===== config.mk =====
export PLATFORM = sky130hd
export DESIGN_NAME = load_store_unit_flat
export DESIGN_NICKNAME = d
export VERILOG_FILES = /design/src/rtl/load_store_unit_if.sv /design/src/rtl/load_store_unit.sv /design/src/flat_wrapper.sv
export SDC_FILE = /design/constraint.sdc
export NUM_CORES = 1
export LEC_CHECK = 0
export ABC_AREA = 0
export CAP_MARGIN = 0
export CORE_AREA = 10 10 130 132
export DETAILED_ROUTE_END_ITERATION = 6
export DIE_AREA = 0 0 140 142
export GPL_TIMING_DRIVEN = 0
export PLACE_DENSITY = 0.75
export RECOVER_POWER = 25
export SLEW_MARGIN = 20
export SYNTH_ARGS = -nofsm -noshare
export SYNTH_HDL_FRONTEND = slang
export SYNTH_SLANG_ARGS = --single-unit

===== constraint.sdc =====
create_clock -name CLK -period 3.2 [get_ports CLK]
set_input_delay 0.64 -clock CLK [delete_from_list [all_inputs] [get_ports CLK]]
set_output_delay 0.64 -clock CLK [all_outputs]
set_load 0.005 [all_outputs]

===== src/rtl/load_store_unit_if.sv =====
// Request/response and RAM-side signal bundle for the load/store unit.
// The requester (master) also supplies mem_rdata, which plays the part of the RAM read port.
interface load_store_unit_if #(parameter int ADDR_W = 10) ();
  logic              req_valid;
  logic              req_ready;
  logic              req_we;
  logic [2:0]        req_funct3;
  logic [31:0]       req_addr;
  logic [31:0]       req_wdata;
  logic              rsp_valid;
  logic [31:0]       rsp_rdata;
  logic              rsp_err;
  logic [ADDR_W-1:0] mem_addr;
  logic [31:0]       mem_wdata;
  logic              mem_we;
  logic [31:0]       mem_rdata;

  modport master (
    output req_valid, req_we, req_funct3, req_addr, req_wdata, mem_rdata,
    input  req_ready, rsp_valid, rsp_rdata, rsp_err, mem_addr, mem_wdata, mem_we
  );

  modport slave (
    input  req_valid, req_we, req_funct3, req_addr, req_wdata, mem_rdata,
    output req_ready, rsp_valid, rsp_rdata, rsp_err, mem_addr, mem_wdata, mem_we
  );
endinterface


===== src/rtl/load_store_unit.sv =====
// RISC-V byte/half/word load-store front end for a word-wide RAM.
// Sub-word stores are read-modify-write; loads are lane-extracted and extended here.
module load_store_unit #(
  parameter int ADDR_W = 10
) (
  input logic             CLK,
  input logic             RSTn,
  load_store_unit_if.slave bus
);

  typedef enum logic [1:0] {IDLE, RD, WR, RESP} state_t;

  state_t      state;
  logic        l_we;
  logic [2:0]  l_f3;
  logic [1:0]  l_off;
  logic [15:0] l_wdata;
  logic [31:0] l_word;
  logic        l_err;
  logic        req_err;
  logic        req_sw;

  function automatic logic [31:0] extract(input logic [31:0] w, input logic [2:0] f3,
                                          input logic [1:0] off);
    logic [7:0]  b;
    logic [15:0] h;
    b = 8'(w >> {off, 3'b000});
    h = off[1] ? w[31:16] : w[15:0];
    case (f3)
      3'b000:  return {{24{b[7]}}, b};
      3'b001:  return {{16{h[15]}}, h};
      3'b100:  return {24'b0, b};
      3'b101:  return {16'b0, h};
      default: return w;
    endcase
  endfunction

  function automatic logic [31:0] merge(input logic [31:0] old, input logic [15:0] wd,
                                        input logic half, input logic [1:0] off);
    logic [31:0] r;
    r = old;
    if (half) begin
      if (off[1]) r[31:16] = wd;
      else        r[15:0]  = wd;
    end else begin
      case (off)
        2'd0: r[7:0]   = wd[7:0];
        2'd1: r[15:8]  = wd[7:0];
        2'd2: r[23:16] = wd[7:0];
        2'd3: r[31:24] = wd[7:0];
      endcase
    end
    return r;
  endfunction

  // Any single rule rejects the request; the address limit is the RAM's byte span.
  assign req_err = (bus.req_funct3 == 3'b011) || (bus.req_funct3[2:1] == 2'b11)
                || (bus.req_we && bus.req_funct3[2])
                || (bus.req_funct3[1:0] == 2'b01 && bus.req_addr[0])
                || (bus.req_funct3[1:0] == 2'b10 && bus.req_addr[1:0] != 2'b00)
                || (bus.req_addr[31:ADDR_W+2] != '0);
  assign req_sw = bus.req_we && (bus.req_funct3[1:0] == 2'b10);

  assign bus.req_ready = (state == IDLE);

  // NOTE: sequential state uses <= so every register samples pre-edge values regardless of statement order.
  always_ff @(posedge CLK or negedge RSTn) begin
    if (!RSTn) begin
      state         <= IDLE;
      l_we          <= 1'b0;
      l_f3          <= '0;
      l_off         <= '0;
      l_wdata       <= '0;
      l_word        <= '0;
      l_err         <= 1'b0;
      bus.rsp_valid <= 1'b0;
      bus.rsp_err   <= 1'b0;
      bus.rsp_rdata <= '0;
      bus.mem_addr  <= '0;
      bus.mem_wdata <= '0;
      bus.mem_we    <= 1'b0;
    end else begin
      bus.rsp_valid <= 1'b0;
      bus.rsp_err   <= 1'b0;
      bus.rsp_rdata <= '0;
      case (state)
        IDLE: begin
          if (bus.req_valid) begin
            l_we    <= bus.req_we;
            l_f3    <= bus.req_funct3;
            l_off   <= bus.req_addr[1:0];
            l_wdata <= bus.req_wdata[15:0];
            l_err   <= req_err;
            if (req_err) begin
              state <= RESP;
            end else if (req_sw) begin
              state         <= WR;
              bus.mem_addr  <= bus.req_addr[ADDR_W+1:2];
              bus.mem_wdata <= bus.req_wdata;
              bus.mem_we    <= 1'b1;
            end else begin
              state        <= RD;
              bus.mem_addr <= bus.req_addr[ADDR_W+1:2];
            end
          end
        end
        RD: begin
          if (l_we) begin
            state         <= WR;
            bus.mem_wdata <= merge(bus.mem_rdata, l_wdata, l_f3[0], l_off);
            bus.mem_we    <= 1'b1;
          end else begin
            state        <= RESP;
            l_word       <= bus.mem_rdata;
            bus.mem_addr <= '0;
          end
        end
        WR: begin
          state         <= RESP;
          bus.mem_we    <= 1'b0;
          bus.mem_wdata <= '0;
          bus.mem_addr  <= '0;
        end
        RESP: begin
          state         <= IDLE;
          bus.rsp_valid <= 1'b1;
          bus.rsp_err   <= l_err;
          bus.rsp_rdata <= (l_err || l_we) ? 32'd0 : extract(l_word, l_f3, l_off);
          l_err         <= 1'b0;
        end
        default: state <= IDLE;
      endcase
    end
  end

endmodule

===== src/flat_wrapper.sv =====
// flat-port wrapper written by rule: the top's interface ports become plain ports
module load_store_unit_flat 
#(
  parameter int ADDR_W = 10
)
  (CLK, RSTn, bus_req_valid, bus_req_we, bus_req_funct3, bus_req_addr, bus_req_wdata, bus_mem_rdata, bus_req_ready, bus_rsp_valid, bus_rsp_rdata, bus_rsp_err, bus_mem_addr, bus_mem_wdata, bus_mem_we);
  load_store_unit_if #(.ADDR_W(ADDR_W)) bus_i ();
  input logic CLK;
  input logic RSTn;
  input wire logic [$bits(bus_i.req_valid)-1:0] bus_req_valid;
  input wire logic [$bits(bus_i.req_we)-1:0] bus_req_we;
  input wire logic [$bits(bus_i.req_funct3)-1:0] bus_req_funct3;
  input wire logic [$bits(bus_i.req_addr)-1:0] bus_req_addr;
  input wire logic [$bits(bus_i.req_wdata)-1:0] bus_req_wdata;
  input wire logic [$bits(bus_i.mem_rdata)-1:0] bus_mem_rdata;
  output wire logic [$bits(bus_i.req_ready)-1:0] bus_req_ready;
  output wire logic [$bits(bus_i.rsp_valid)-1:0] bus_rsp_valid;
  output wire logic [$bits(bus_i.rsp_rdata)-1:0] bus_rsp_rdata;
  output wire logic [$bits(bus_i.rsp_err)-1:0] bus_rsp_err;
  output wire logic [$bits(bus_i.mem_addr)-1:0] bus_mem_addr;
  output wire logic [$bits(bus_i.mem_wdata)-1:0] bus_mem_wdata;
  output wire logic [$bits(bus_i.mem_we)-1:0] bus_mem_we;
  assign bus_i.req_valid = bus_req_valid;
  assign bus_i.req_we = bus_req_we;
  assign bus_i.req_funct3 = bus_req_funct3;
  assign bus_i.req_addr = bus_req_addr;
  assign bus_i.req_wdata = bus_req_wdata;
  assign bus_i.mem_rdata = bus_mem_rdata;
  assign bus_req_ready = bus_i.req_ready;
  assign bus_rsp_valid = bus_i.rsp_valid;
  assign bus_rsp_rdata = bus_i.rsp_rdata;
  assign bus_rsp_err = bus_i.rsp_err;
  assign bus_mem_addr = bus_i.mem_addr;
  assign bus_mem_wdata = bus_i.mem_wdata;
  assign bus_mem_we = bus_i.mem_we;
  load_store_unit #(.ADDR_W(ADDR_W)) u_core (.CLK(CLK), .RSTn(RSTn), .bus(bus_i));
endmodule

==> flow_summary_export.csv <==
group,metric,value,unit
clock_network,clk_pin_slew,0.06,ns
floorplanning,rows,44,
detailed_routing,drt_iter0_drc,470,
floorplanning,die_h,142,um
pwr,p_switching,3.54,mW
floorplanning,core_area,0.0143,mm2
sta,tns,0,ns
worst_setup_path,timing.rr.start,"u_core.l_off[1]",
yosys,syn-num-nets,658,
sta,max-slew-margin-rel,-0.446,
pwr,power_frac_seq,0.313,
worst_setup_path,startpoint,"bus_req_addr[15]",
global_route,antenna_found_initial,0,
worst_hold_path,hold_depth,1,
sta,hold_viol_final,0,
global_route,grt-ovfl-total,0,
yosys,async_reset_ff_frac,1.00,
pwr,power.internal,5.79,mW
layout,area_delta_synth_final,42.4,%
yosys,syn_area,0.00627,mm2
global_route,grt_pass1_vias,5537,
place,numPortBuffers,180,
sta,finalCritPeriodShare,0.799,
yosys,syn_area_per_cell,11.4,um2
layout,final_area,0.00892,mm2
detailed_routing,wl_per_cell,21.4,um
clock_network,cts_tree,"done",
worst_hold_path,worstHoldEndpoint,"u_core.bus.mem_wdata[30]",
layout,num-nets-final,858,
detailed_routing,viasPerCell,5.47,
floorplanning,fp.dieW,140,um
clock_network,cts_htree_levels,4,
sta,finalSetupViolations,0,
sta,finalMaxSlewViolations,38,
sta,fin_hold_ws,0.486,ns
detailed_routing,via_count,5184,
yosys,synth-seq-cells,134,
pwr,leakage,3.88,nW
yosys,yosys_warnings,0,
place,place_congestion,0.893,
clock_network,clock_sinks,134,
pwr,swShare,0.380,
worst_setup_path,r2r_slack,0.90,ns
sta,rsz0062_at_grt,"no",
pwr,power_density,1050,mW/mm2
global_route,gr-usage-all-layers,0.200,
layout,seq_area,0.00335,mm2
pwr,irDropWorstVdd,495,uV
flow_run,max-cap-violations,1,
layout,fillers,1164,
floorplanning,ios,181,
yosys,yosysTopAreaCell,"dfrtp_1",
yosys,synth_area_leaders,"dfrtp_1 (54%), mux2_2 (9.0%), mux2_1 (5.2%), mux2i_1 (4.0%), a21oi_1 (2.9%)",
place,dpl.hpwl,16.2,mm
detailed_routing,routed_wl,20.3,mm
clock_network,cts_root_buf,"clkbuf_16",
floorplanning,die-area,0.0199,mm2
clock_network,cts_resized,0,
worst_setup_path,criticalPathCategory,"in -> reg",
floorplanning,start_util,0.438,
worst_setup_path,required,3.50,ns
worst_hold_path,worstHoldPathType,"reg -> reg",
yosys,synth_most_common_cell,"dfrtp_1",
clock_network,clock_latency,0.42,ns
sta,clock-skew-final,0.00937,ns
clock_network,cts_made_buffers,17,
global_route,grt_max_degree,98,
yosys,synth_top_area_share,0.535,
layout,fin_util,0.624,
clock_network,cts_hold_buf,0,
run_status,violations,"max-capacitance violations, max-slew violations",
layout,drive_above_1_share,0.123,
worst_setup_path,crit_path_start_kind,"primary input",
yosys,synthTopCellsByCount,"dfrtp_1 (134), mux2_2 (50), nand2_1 (43)",
layout,antenna_cells,0,
global_route,grt_pass1_wl,31.4,mm
yosys,yosysSeqAreaShare,0.535,
run_status,status,"complete, but fails checks",
worst_setup_path,crit_arrival,2.85,ns
worst_setup_path,worst_r2r_endpoint,"u_core.bus.rsp_rdata[5]",
yosys,synth_edf_count,0,
worst_setup_path,r2r_cells,7,
yosys,synth_flop_cell,"dfrtp_1",
detailed_routing,drcViolationCount,0,
detailed_routing,drt-pass1-iter-count,5,
sta,max_freq,0.391,GHz
yosys,syn_inst,551,
sta,worstMarginPinSlew,2.17,ns
layout,multi_input_area,0.00260,mm2
sta,finalCriticalPeriod,2.56,ns
pwr,clockPowerShare,0.211,
worst_hold_path,worstHoldStart,"u_core.bus.mem_wdata[30]",
yosys,yosysUniqueCellTypes,38,
detailed_routing,antenna_left,0,
worst_setup_path,crit_fanout,10,
clock_network,postCtsSetupBuffers,0,
clock_network,clk_path_buf_depth,2,
pwr,pwr-share-comb,0.477,
place,dpl_cell_area,0.00833,mm2
worst_setup_path,worstSetupEndpointType,"flip-flop",
[per-layer routing]
metal,part of all wire,vias up,global-route usage
met5,0,-,0
met1,0.40,2585,0.235
li1,-,2393,-
met3,0.057,37,0.0464
met2,0.52,169,0.352
met4,0.021,0,0.0701
[per-stage QoR]
step	setup slack, ns	cells	total power [mW]
floorplan	0.942	551	5.50
global placement	-3.48	915	7.20
detailed placement	0.224	916	7.37
CTS	0.650	948	9.35
global route	0.562	948	9.90
finish	0.645	948	9.34
[cell usage in the layout (no fill, tap or decap), types with 15 or more instances in the layout]
cell	Yosys	routed
clkdlybuf4s50_1	0	179
dfrtp_1	134	134
mux2_2	50	50
nand2_1	43	43
inv_1	39	39
a21oi_1	36	36
o21ai_0	35	35
clkbuf_1	28	29
mux2_1	29	29
mux2i_1	25	25
clkbuf_16	0	17
o2bb2ai_1	16	16
o221ai_1	15	15
[worst max path at each step]
stage               slack [ns]                       end  cells past startpoint
floorplan                 0.94  u_core.bus.mem_wdata[22]                      7
global placement         -3.48  u_core.bus.mem_wdata[18]                      1
detailed placement        0.22   u_core.bus.mem_wdata[2]                      8
CTS                       0.65  u_core.bus.mem_wdata[27]                      8
global route              0.56  u_core.bus.mem_wdata[27]                      8
finish                    0.64  u_core.bus.mem_wdata[27]                      8
[sequential cells by signal, indices dropped and copies added, names as in the netlist]
name and cells:
u_core.bus.rsp_err 1, u_core.l_word 32, u_core.l_f3 3, u_core.l_wdata 16, u_core.bus.mem_wdata 32, u_core.bus.rsp_rdata 32
u_core.l_we 1, u_core.state 2, u_core.bus.rsp_valid 1, u_core.l_err 1, u_core.bus.mem_we 1, u_core.bus.mem_addr 10
u_core.l_off 2
[critical path, cell delays in order]
cell and delay [ns]:
clkdlybuf4s50_1 0.40, nor4_1 0.31, o211ai_1 0.20, o31ai_2 0.33, and4bb_1 0.26, buf_4 0.19, buf_6 0.17, mux2_1 0.35
[power groups by stage]
stage	Sequential, mW	Combinational (mW)	Clock, mW
6_report	2.92	4.45	1.97
5_1_grt	2.99	4.85	2.06
4_1_cts	2.91	4.46	1.98
3_5_place_dp	2.93	4.43	0
3_3_place_gp	2.90	4.30	0
2_1_floorplan	2.81	2.69	0
[layout make-up]
cell class / count / share of cell area
well taps: 184 / 0.0258
clock buffers: 19 / 0.0507
plain buffers: 38 / 0.0192
inverters: 39 / 0.0164
flip-flops and latches: 134 / 0.376
multi-input cells: 340 / 0.291
clock inverters: 13 / 0.0164
repair buffers: 181 / 0.204
[cells by family (layout without fill, tap and decap cells)]
group / count (synthesis) / count (layout) / synth area share
adder cells (fa/ha/maj): 4 / 4 / 0.00799
multiplexers: 105 / 105 / 0.185
flip-flops: 134 / 134 / 0.535
AND/OR/NAND/NOR: 86 / 86 / 0.0631
AO/OA/AOI/OAI: 145 / 145 / 0.158
buffers and inverters: 77 / 290 / 0.0507
Power figures use the tool's default switching activity.
